### config.mk
export PLATFORM = sky130hd
export DESIGN_NAME = bridge_rx
export DESIGN_NICKNAME = d
export VERILOG_FILES = /design/src/rtl/bridge_pkg.sv /design/src/rtl/bridge_rx_hex_decode.sv /design/src/rtl/bridge_rx.sv
export SDC_FILE = /design/constraint.sdc
export NUM_CORES = 1
export LEC_CHECK = 0
export BUFFER_PORTS_ARGS = -buffer_cell sky130_fd_sc_hd__buf_2
export CAP_MARGIN = 5
export CORE_UTILIZATION = 49
export CTS_CLUSTER_SIZE = 30
export DETAILED_ROUTE_END_ITERATION = 8
export GPL_ROUTABILITY_DRIVEN = 0
export PLACE_DENSITY = 0.81
export SYNTH_ARGS = -nofsm -noshare
export SYNTH_HDL_FRONTEND = slang
export SYNTH_HIERARCHICAL = 1
export SYNTH_SLANG_ARGS = --single-unit
### constraint.sdc
create_clock -name clk -period 5.7 [get_ports clk]
set_input_delay 1.14 -clock clk [delete_from_list [all_inputs] [get_ports clk]]
set_output_delay 1.14 -clock clk [all_outputs]
set_load 0.05 [all_outputs]
### src/rtl/bridge_pkg.sv
// Shared types and constants for the ASCII request parser feeding the analyzer bus.
package bridge_pkg;

    typedef enum logic [1:0] {
        IDLE  = 2'd0,
        READ  = 2'd1,
        WRITE = 2'd2
    } state_t;

    localparam logic [7:0] CHAR_R    = 8'h52;
    localparam logic [7:0] CHAR_W    = 8'h57;
    localparam logic [7:0] CHAR_LC_R = 8'h72;
    localparam logic [7:0] CHAR_LC_W = 8'h77;
    localparam logic [7:0] CHAR_CR   = 8'h0D;
    localparam logic [7:0] CHAR_LF   = 8'h0A;

    localparam int BUS_ADDR_W = 16;
    localparam int BUS_DATA_W = 16;

    localparam logic [3:0] READ_NIBBLES  = 4'd4;
    localparam logic [3:0] WRITE_NIBBLES = 4'd8;

endpackage

### src/rtl/bridge_rx_hex_decode.sv
// Combinational ASCII hex digit decoder; lowercase digits optional.
module hex_decode #(
    parameter bit ACCEPT_LOWERCASE = 1'b1
) (
    input  logic [7:0] data,
    output logic       is_hex,
    output logic [3:0] nibble
);

    always_comb begin
        is_hex = 1'b0;
        nibble = 4'd0;
        if (data >= 8'h30 && data <= 8'h39) begin
            is_hex = 1'b1;
            nibble = data[3:0];
        end else if (data >= 8'h41 && data <= 8'h46) begin
            // 'A'..'F' have low nibbles 1..6, so adding 9 lands on 10..15
            is_hex = 1'b1;
            nibble = data[3:0] + 4'd9;
        end else if (ACCEPT_LOWERCASE && data >= 8'h61 && data <= 8'h66) begin
            is_hex = 1'b1;
            nibble = data[3:0] + 4'd9;
        end
    end

endmodule

### src/rtl/bridge_rx.sv
// Parses 'R'AAAA / 'W'AAAADDDD ASCII requests into single-cycle 16-bit bus strobes.
module bridge_rx
    import bridge_pkg::*;
#(
    parameter bit ACCEPT_LOWERCASE = 1'b1,
    parameter int TIMEOUT_CYCLES   = 0
) (
    input  logic                  clk,
    input  logic                  rst,
    input  logic [7:0]            data_i,
    input  logic                  valid_i,
    output logic [BUS_ADDR_W-1:0] addr_o,
    output logic [BUS_DATA_W-1:0] wdata_o,
    output logic [BUS_DATA_W-1:0] rdata_o,
    output logic                  rw_o,
    output logic                  valid_o
);

    localparam int TW = (TIMEOUT_CYCLES > 0) ? $clog2(TIMEOUT_CYCLES + 1) : 1;

    state_t        state, state_n, eff_state;
    logic [31:0]   shift_buf;
    logic [3:0]    nib_cnt;
    logic [TW-1:0] tmo_cnt;
    logic          tmo_fire;
    logic          is_hex;
    logic [3:0]    nibble;
    logic          is_term, is_start_r, is_start_w;
    logic [3:0]    max_cnt;
    logic          shift_en, cnt_clr, emit;

    hex_decode #(.ACCEPT_LOWERCASE(ACCEPT_LOWERCASE)) u_hex (
        .data   (data_i),
        .is_hex (is_hex),
        .nibble (nibble)
    );

    assign is_term    = (data_i == CHAR_CR) || (data_i == CHAR_LF);
    assign is_start_r = (data_i == CHAR_R) || (ACCEPT_LOWERCASE && data_i == CHAR_LC_R);
    assign is_start_w = (data_i == CHAR_W) || (ACCEPT_LOWERCASE && data_i == CHAR_LC_W);
    assign max_cnt    = (state == WRITE) ? WRITE_NIBBLES : READ_NIBBLES;
    assign tmo_fire   = (TIMEOUT_CYCLES != 0) && (state != IDLE) && (tmo_cnt == TW'(TIMEOUT_CYCLES));

    always_ff @(posedge clk or posedge rst) begin
        if (rst) state <= IDLE;
        else     state <= state_n;
    end

    always_comb begin
        state_n  = state;
        shift_en = 1'b0;
        cnt_clr  = 1'b0;
        emit     = 1'b0;
        // a byte landing on the timeout cycle is handled as if already idle
        eff_state = tmo_fire ? IDLE : state;
        if (tmo_fire) begin
            state_n = IDLE;
            cnt_clr = 1'b1;
        end
        case (eff_state)
            IDLE: begin
                if (valid_i) begin
                    if (is_start_r) begin
                        state_n = READ;
                        cnt_clr = 1'b1;
                    end else if (is_start_w) begin
                        state_n = WRITE;
                        cnt_clr = 1'b1;
                    end
                end
            end
            READ, WRITE: begin
                if (valid_i) begin
                    if (is_hex) begin
                        if (nib_cnt == max_cnt) state_n = IDLE;
                        else                    shift_en = 1'b1;
                    end else if (is_term) begin
                        emit    = (nib_cnt == max_cnt);
                        state_n = IDLE;
                    end else begin
                        state_n = IDLE;
                    end
                end
            end
            default: state_n = IDLE;
        endcase
    end

    always_ff @(posedge clk or posedge rst) begin
        if (rst) begin
            shift_buf <= 32'd0;
            nib_cnt   <= 4'd0;
        end else if (cnt_clr) begin
            shift_buf <= 32'd0;
            nib_cnt   <= 4'd0;
        end else if (shift_en) begin
            shift_buf <= {shift_buf[27:0], nibble};
            nib_cnt   <= nib_cnt + 4'd1;
        end
    end

    always_ff @(posedge clk or posedge rst) begin
        if (rst) begin
            tmo_cnt <= '0;
        end else if (state == IDLE || valid_i || tmo_fire) begin
            tmo_cnt <= '0;
        end else if (TIMEOUT_CYCLES != 0) begin
            tmo_cnt <= tmo_cnt + 1'b1;
        end
    end

    always_ff @(posedge clk or posedge rst) begin
        if (rst) begin
            addr_o  <= '0;
            wdata_o <= '0;
            rw_o    <= 1'b0;
            valid_o <= 1'b0;
        end else begin
            valid_o <= emit;
            if (emit) begin
                rw_o <= (state == WRITE);
                if (state == WRITE) begin
                    addr_o  <= shift_buf[31:16];
                    wdata_o <= shift_buf[15:0];
                end else begin
                    addr_o  <= shift_buf[15:0];
                    wdata_o <= '0;
                end
            end
        end
    end

    assign rdata_o = '0;

endmodule

==> results.txt, run 1 <==
----------------------------------------------------
[Outcome]
  Run status ... finished, final reports clean

[Timing]
  Max-Slew Margin vs Limit ... 0.179
  Measured slew at the worst slew-check pin ... 1.23 ns
  Setup Skew ... around 0.0042 ns
  TNS Setup ... 0 ns
  Max frequency ... roughly 260 MHz
  Final count of hold timing violations ... 0
  Number of pins exceeding their max-slew limit in the final report ... 0
  Post-layout minimum cycle time ... 3.87 ns
  Setup repair after global routing missed its margin ... false
  Portion of the clock cycle consumed by the worst path in the final layout ... 0.679
  Worst-case setup margin in the final layout ... 1.83 ns
  Hold Worst Slack ... 0.504 ns
  Setup violations, final ... 0

[CTS]
  Number of buffers created by CTS ... 9
  Cts-stage hold buffer count ... 0
  CTS-repair resized insts ... 0
  Buffer type at the clock tree root ... sky130_fd_sc_hd__clkbuf_8
  H-tree depth ... 3
  Clk buf depth ... 2
  Post-CTS clock slew at the launch and capture registers of the worst setup and hold paths ... 0.07 ns
  CTS sink cnt ... 72
  Post-CTS repair timing setup buffer count ... 0
  TritonCTS clock tree ... built
  Worst-Skew Late Latency ... 0.34 ns

[Synth]
  Largest area contributor in the synthesized netlist ... sky130_fd_sc_hd__dfrtp_1
  Sequential cell area fraction in the yosys report ... 0.508
  Synth unique cells ... 47
  Instance count of the mapped netlist ... 289
  Number of enable flip-flop cells after synthesis ... 0
  Post-synthesis register bit count ... 72
  Post-Synthesis Cell Area ... 3540 um^2
  Most used flip-flop cell after synthesis ... sky130_fd_sc_hd__dfrtp_1
  Top cells by area, synth ... sky130_fd_sc_hd__dfrtp_1 (51%), sky130_fd_sc_hd__mux2_2 (11%), sky130_fd_sc_hd__a22o_2 (8.5%)
  Yosys Warn Count ... 6
  Top cell type's share of synthesized area ... 0.508
  Mean post-synth cell area ... 12.3 um^2
  Share of flip-flops with an asynchronous set or reset ... 1.00

[Hold path]
  Hold WC Path Type ... register to register

[Floorplan]
  Initial cell density of the core ... 0.513
  Overall die width ... 87.0 um
  Area enclosed by the die boundary ... 7580 um^2
  Top-level port count ... 61
  Number of rows created at floorplan ... 30
  Floorplan core area ... between 6000 and 7000 um^2
  Die Height ... 87.0 um

[Layout]
  Post-layout instance count excluding filler cells ... 434
  Most common cell after layout, fill and taps aside ... sky130_fd_sc_hd__dfrtp_1
  Area grow syn2layout ... 11.7%
  N_diodes ... 0
  Number of nets in the layout ... around 350
  Top library cells by usage in the layout, fill and taps aside ... sky130_fd_sc_hd__dfrtp_1 (72), sky130_fd_sc_hd__buf_2 (44), sky130_fd_sc_hd__mux2_2 (34)
  Area of all placed cells without fillers ... 3960 um^2
  Layout cells sized above 1 ... 0.402

[Drt]
  Average vias per placed instance ... 5.32
  Final routed wirelength across all metal layers ... 6.76 mm
  Drt pass-1 iters ... 4
  Total via count in the routed design ... 2310
  Starting DRT DRC Count ... roughly 120
  DRC violation count after routing ... 0
  DR WL/cell ... 15.6 um
  Number of antenna-violating nets in the routed design ... 0

[Worst setup path]
  Crit path launch type ... input port
  Slowest CP cell ... sky130_fd_sc_hd__nor3_4
  Crit. End Element ... register
  Worst stage delay on the critical path ... between 0.6 and 0.7 ns
  Type of the worst setup path ... input port to register
  Peak fanout along the critical path ... 19
  Endpoint arrival time on the critical path ... 4.09 ns
  Data required time at the worst endpoint ... between 5 and 6 ns
  CP Cell Sequence ... buf_2 -> inv_1 -> ha_1 -> nand2b_1 -> o211ai_1 -> nand2_1 -> nor4bb_1 -> nand4_1 -> nor3_4 -> buf_4 -> mux2_2

[Global routing]
  Vias in the first global route ... 2242
  First-pass GRT wire length ... 11.2 mm
  Global router's overall resource usage ... 0.193
  Pin count of the biggest net entering global routing ... 73
  Aggregate global routing overflow ... 0
  Initial antenna violation count ... 0

[Power]
  Lkg Pwr ... approximately 1.9 nW
  Power density cells ... 256 nW/um^2
  Peak supply drop ... 0.000112 V

[Placed design]
  Dpl hpwl ... ~4.6 mm
  Dpl cell area ... 3770 um^2
  Cell count after placement ... between 400 and 500
  Port bufs ... 44
  Dpl ws ... 1.50 ns

[Flow run]
  Max-Cap Viols ... 0

----------------------------------------------------
## layout make-up
class                           instances  area, um^2
Sequential cell                        72        1800
Clock buffer                           12         145
Multi-Input combinational cell        176        1500
Inverter                               27         101
Timing Repair Buffer                   48         250
Clock inverter                          3        42.5
Tap cell                               96         120
Fill cell                             622        2950
## synth_stat cells, types with 3 or more instances
cell type	n
sky130_fd_sc_hd__a22o_1	4
sky130_fd_sc_hd__a22o_2	30
sky130_fd_sc_hd__nand2_1	19
sky130_fd_sc_hd__a21oi_1	4
sky130_fd_sc_hd__nor2_1	4
sky130_fd_sc_hd__buf_4	17
sky130_fd_sc_hd__inv_1	27
sky130_fd_sc_hd__o21ai_0	4
sky130_fd_sc_hd__buf_2	6
sky130_fd_sc_hd__buf_6	3
sky130_fd_sc_hd__mux2_2	34
sky130_fd_sc_hd__dfrtp_1	72
sky130_fd_sc_hd__ha_1	7
sky130_fd_sc_hd__mux2i_1	17
## final timing paths
check                        startpoint         end  slack [ns]  cells past startpoint
min reg2reg                   addr_o[6]   addr_o[6]        0.50                      1
max in group asynchronous           rst  nib_cnt[0]        4.06                      3
min in group asynchronous           rst  wdata_o[1]        1.06                      3
min                           addr_o[6]   addr_o[6]        0.50                      1
max                           data_i[0]   addr_o[0]        1.83                     11
max reg2reg                eff_state[0]  nib_cnt[0]        2.71                      7
## state kept, by name, summed over array words and instances (netlist names)
name,count
addr_o,16
eff_state,2
nib_cnt,4
rw_o,1
shift_buf,32
valid_o,1
wdata_o,16
## cell families after synthesis
| logic type | after synthesis | share of synthesized area |
|---|---|---|
| flip-flops | 72 | 0.508 |
| adder cells (fa/ha/maj) | 7 | 0.0247 |
| AND/OR/NAND/NOR | 46 | 0.0854 |
| other | 1 | 0.00106 |
| multiplexers | 51 | 0.156 |
| XOR/XNOR | 1 | 0.00247 |
| buffers and inverters | 56 | 0.0858 |
| AO/OA/AOI/OAI | 55 | 0.136 |
## worst max-delay path, delay by kind of cell
kind | cells | cell delay, ns
AO/OA/AOI/OAI | 1 | 0.30
AND/OR/NAND/NOR | 5 | 1.36
multiplexers | 1 | 0.38
buffers and inverters | 3 | 0.70
adder cells (fa/ha/maj) | 1 | 0.21
## per-layer routing
metal,GRT usage,share of wire,up-vias
li1,-,-,1093
met1,0.276,0.47,1138
met2,0.286,0.47,66
met3,0.0313,0.045,13
met4,0.0909,0.020,0
met5,0,0,-
## per-stage QoR
stage,power [mW],util
CTS,1.03,0.573
floorplan,0.622,-
global placement,0.634,0.546
global route,1.06,0.573
detailed placement,0.638,0.546
finish,1.01,0.573
## power by group
group / internal [mW] / total, mW / leakage, nW / switching, mW
sequential: 0.517 / 0.520 / 0.918 / 0.00344
clock: 0.211 / 0.388 / 0.0925 / 0.176
combinational: 0.0257 / 0.107 / 0.924 / 0.0815
(Power assumes the default switching activity.)
==> inputs of run 2 (changes only) <==
Settings changed: ABC_AREA set to 1, PLACE_DENSITY 0.81 to 0.8.
Clock period 5.7 ns to 4 ns, I/O delays scaled along.
==> results.txt, run 2 <==
----------------------------------------------------
[Outcome]
  Run status ... finished, violations left
  Violations in the final reports ... DRC

[Synth]
  Dominant cell by count in the synthesized netlist ... sky130_fd_sc_hd__nand2_1
  Post-synthesis register bit count ... 72 (unchanged)
  Top cells by area, synth ... sky130_fd_sc_hd__dfrtp_1 (44%), sky130_fd_sc_hd__nand2_1 (24%), sky130_fd_sc_hd__nand3_1 (7.8%)
  Largest area contributor in the synthesized netlist ... sky130_fd_sc_hd__dfrtp_1
  Number of enable flip-flop cells after synthesis ... 0 (unchanged)
  Post-Synthesis Cell Area ... 4110 um^2 (+16%)
  Yosys Warn Count ... 6 (unchanged)
  Instance count of the mapped netlist ... 587 (+100%)
  Most used flip-flop cell after synthesis ... sky130_fd_sc_hd__dfrtp_1
  Synth unique cells ... 26 (-45%)
  Mean post-synth cell area ... 7.00 um^2 (-43%)
  Share of flip-flops with an asynchronous set or reset ... 1.00 (unchanged)
  Top cell type's share of synthesized area ... 0.438 (-0.0701)
  Sequential cell area fraction in the yosys report ... 0.438 (-0.0701)
  Cell types with the highest counts after synthesis ... sky130_fd_sc_hd__nand2_1 (268), sky130_fd_sc_hd__inv_1 (75), sky130_fd_sc_hd__dfrtp_1 (72)

[Power]
  Total power ... 1.74 mW (+72%)
  Peak supply drop ... 0.000163 V (+45%)
  Lkg Pwr ... 3.05 nW (+58%)
  Power density cells ... 388 nW/um^2 (+51%)

[Timing]
  Setup repair after global routing missed its margin ... false
  Setup violations, final ... 0 (unchanged)
  Max-Slew Margin vs Limit ... 0.406 (+0.228)
  Measured slew at the worst slew-check pin ... 0.889 ns (-0.343 ns)
  Post-layout minimum cycle time ... ~2.7 ns
  TNS Setup ... 0 ns (unchanged)
  Number of pins exceeding their max-slew limit in the final report ... 0 (unchanged)
  Final count of hold timing violations ... 0 (unchanged)
  Setup Skew ... 0.00990 ns (+0.00570 ns)
  Portion of the clock cycle consumed by the worst path in the final layout ... 0.664
  Max frequency ... 376 MHz
  Hold Worst Slack ... 0.470 ns (-0.0344 ns)

[Worst setup path]
  Crit-path most repeated cell ... sky130_fd_sc_hd__nand2_1
  Worst stage delay on the critical path ... 0.78 ns (+0.10 ns)
  Data required time at the worst endpoint ... 4.29 ns (-1.63 ns)
  CP Cell Sequence ... buf_2 -> inv_1 -> nor2_1 -> nand2_1 -> nand2_1 -> nand3_2 -> nand2_2 -> nand2_1 -> nand2_1
  Crit path launch type ... input port
  Peak fanout along the critical path ... 42 (+23)
  Buffering stage count on the worst path with inverters included ... 2 (-1)
  Slowest CP cell ... sky130_fd_sc_hd__nand2_2
  Endpoint arrival time on the critical path ... 2.95 ns (-1.14 ns)
  Type of the worst setup path ... input port to register
  Top Family by Delay on Critical Path ... simple AND/OR/NAND/NOR gates
  Crit. End Element ... register

[Drt]
  Average vias per placed instance ... 5.03 (-5.5%)
  DRC violation count after routing ... 4 (+4)
  Final routed wirelength across all metal layers ... 8.80 mm (+30%)
  Total via count in the routed design ... 3652 (+58%)
  Number of antenna-violating nets in the routed design ... 0 (unchanged)
  Starting DRT DRC Count ... 296 (+140%)
  DR WL/cell ... 12.1 um (-22%)
  Drt pass-1 iters ... 7 (+3)

[Floorplan]
  Number of rows created at floorplan ... 33 (+10%)
  Die Height ... 93.6 um (+7.5%)
  Initial cell density of the core ... 0.503 (-0.0103)
  Floorplan core area ... 8180 um^2 (+18%)
  Top-level port count ... 61 (unchanged)
  Overall die width ... 93.6 um (+7.5%)
  Area enclosed by the die boundary ... 8760 um^2 (+16%)

[Layout]
  Area grow syn2layout ... 9.41%
  Most common cell after layout, fill and taps aside ... sky130_fd_sc_hd__nand2_1
  Flip-flop count of the largest register after layout ... 32 (unchanged)
  Top library cells by usage in the layout, fill and taps aside ... sky130_fd_sc_hd__nand2_1 (268), sky130_fd_sc_hd__inv_1 (74), sky130_fd_sc_hd__dfrtp_1 (72)
  Post-layout instance count excluding filler cells ... 726 (+67%)
  Layout cells sized above 1 ... 0.134 (-0.269)
  Top reg by flops ... shift_buf
  N_diodes ... 0 (unchanged)
  Largest regs ... shift_buf (32), addr_o (16), wdata_o (16)
  Number of nets in the layout ... 635 (+80%)

[Placed design]
  Dpl hpwl ... 5.98 mm (+31%)
  Port bufs ... 44 (unchanged)
  Cell count after placement ... 711 (+70%)

[Global routing]
  Vias in the first global route ... 3378 (+51%)
  Grt peak-use layer ... met2
  Pin count of the biggest net entering global routing ... 45 (-38%)
  Initial antenna violation count ... 0 (unchanged)
  Global-route track usage on met3 ... 0.0268 (-0.00445)
  Aggregate global routing overflow ... 0 (unchanged)
  M1 GR Usage ... 0.281 (+0.00505)
  Met2 usage in global routing ... 0.373 (+0.0862)
  Global router's overall resource usage ... 0.221 (+0.0281)
  First-pass GRT wire length ... 15.2 mm (+36%)

[CTS]
  Cts-stage hold buffer count ... 0 (unchanged)
  Clk buf depth ... 2 (unchanged)
  Worst-Skew Late Latency ... 0.35 ns (about the same)
  Buffer type at the clock tree root ... sky130_fd_sc_hd__clkbuf_8
  CTS sink cnt ... 72 (unchanged)
  Number of buffers created by CTS ... 9 (unchanged)
  H-tree depth ... 3 (unchanged)
  CTS-repair resized insts ... 0 (unchanged)
  Post-CTS repair timing setup buffer count ... 0 (unchanged)
  TritonCTS clock tree ... built
  Post-CTS clock slew at the launch and capture registers of the worst setup and hold paths ... 0.08 ns (about the same)

[Flow run]
  Max-Cap Viols ... 0 (unchanged)

[Hold path]
  Hold WC Path Type ... register to register

----------------------------------------------------
## run 2: cell types whose count changed in the layout (fill, tap and decap cells not counted), moves of 3 or more
cell                      before  now
sky130_fd_sc_hd__o21ai_0       4    1
sky130_fd_sc_hd__nor2_2        0    3
sky130_fd_sc_hd__a22o_1        4    0
sky130_fd_sc_hd__nand2_2       0    8
sky130_fd_sc_hd__mux2i_1      17    0
sky130_fd_sc_hd__a22o_2       30    0
sky130_fd_sc_hd__nand3_1       2   64
sky130_fd_sc_hd__nand2_1      19  268
sky130_fd_sc_hd__nand4_1       2   17
sky130_fd_sc_hd__inv_1        26   74
sky130_fd_sc_hd__nor2_1        4   13
sky130_fd_sc_hd__mux2_2       34    0
sky130_fd_sc_hd__inv_2         1    4
sky130_fd_sc_hd__a21oi_1       4    1
## run 2: kinds of logic (layout without fill, tap and decap cells)
kind of cell    after synthesis  count (layout)  share of synthesized area
xor+xnor                      1               1                    0.00213
buf+inv                     123             142                      0.139
flops                        72              72                      0.438
other cells                   1              16                   0.000912
compound gates                4               4                    0.00487
fa+ha+maj                     7               7                     0.0213
simple gates                379             379                      0.394
## run 2: where the power goes
part | internal [mW] | switching [mW] | total, mW | leakage (nW)
logic | 0.0774 | 0.240 | 0.318 | 1.94
registers | 0.751 | 0.0306 | 0.782 | 1.00
clock network | 0.365 | 0.280 | 0.645 | 0.108
## run 2: cell type report
class / count / area (um^2)
clock buffers: 10 / 138
clock inverters: 5 / 81.3
fillers: 758 / 3680
inverters: 79 / 299
multi-input cells: 407 / 1800
flip-flops and latches: 72 / 1800
well taps: 105 / 131
repair buffers: 48 / 250
## run 2: layer usage
layer  up-vias  wire (um)  part of all wire
li1       1807          -                 -
met1      1701       3900              0.44
met4         0        221             0.025
met5         -          0                 0
met2       122       4230              0.48
met3        22        454             0.052
## run 2: worst paths after layout
kind	start	endpoint	slack, ns	cells past startpoint
worst min-delay path	wdata_o[15]	wdata_o[15]	0.47	2
worst max-delay path	data_i[1]	shift_buf[4]	1.34	9
min in group asynchronous	rst	addr_o[12]	0.63	2
worst max register to register	eff_state[0]	wdata_o[0]	1.51	11
max in group asynchronous	rst	shift_buf[18]	2.43	3
worst min register to register	wdata_o[15]	wdata_o[15]	0.47	2
## run 2: metrics by stage
step / setup WS (ns) / util / area (um^2)
2_1_floorplan: 1.38 / - / 4170
4_1_cts: 1.36 / 0.550 / 4500
3_3_place_gp: 1.08 / 0.523 / 4280
5_1_grt: 1.06 / 0.550 / 4500
6_report: 1.34 / 0.550 / 4500
3_5_place_dp: 0.982 / 0.523 / 4280
## run 2: worst reg2reg max path, delay by kind of cell, from the launching register on
kind,cells,cell delay (ns)
buffers and inverters,4,0.95
and+or+nand+nor,6,0.89
DFF,1,0.35
adders and majority gates,1,0.19
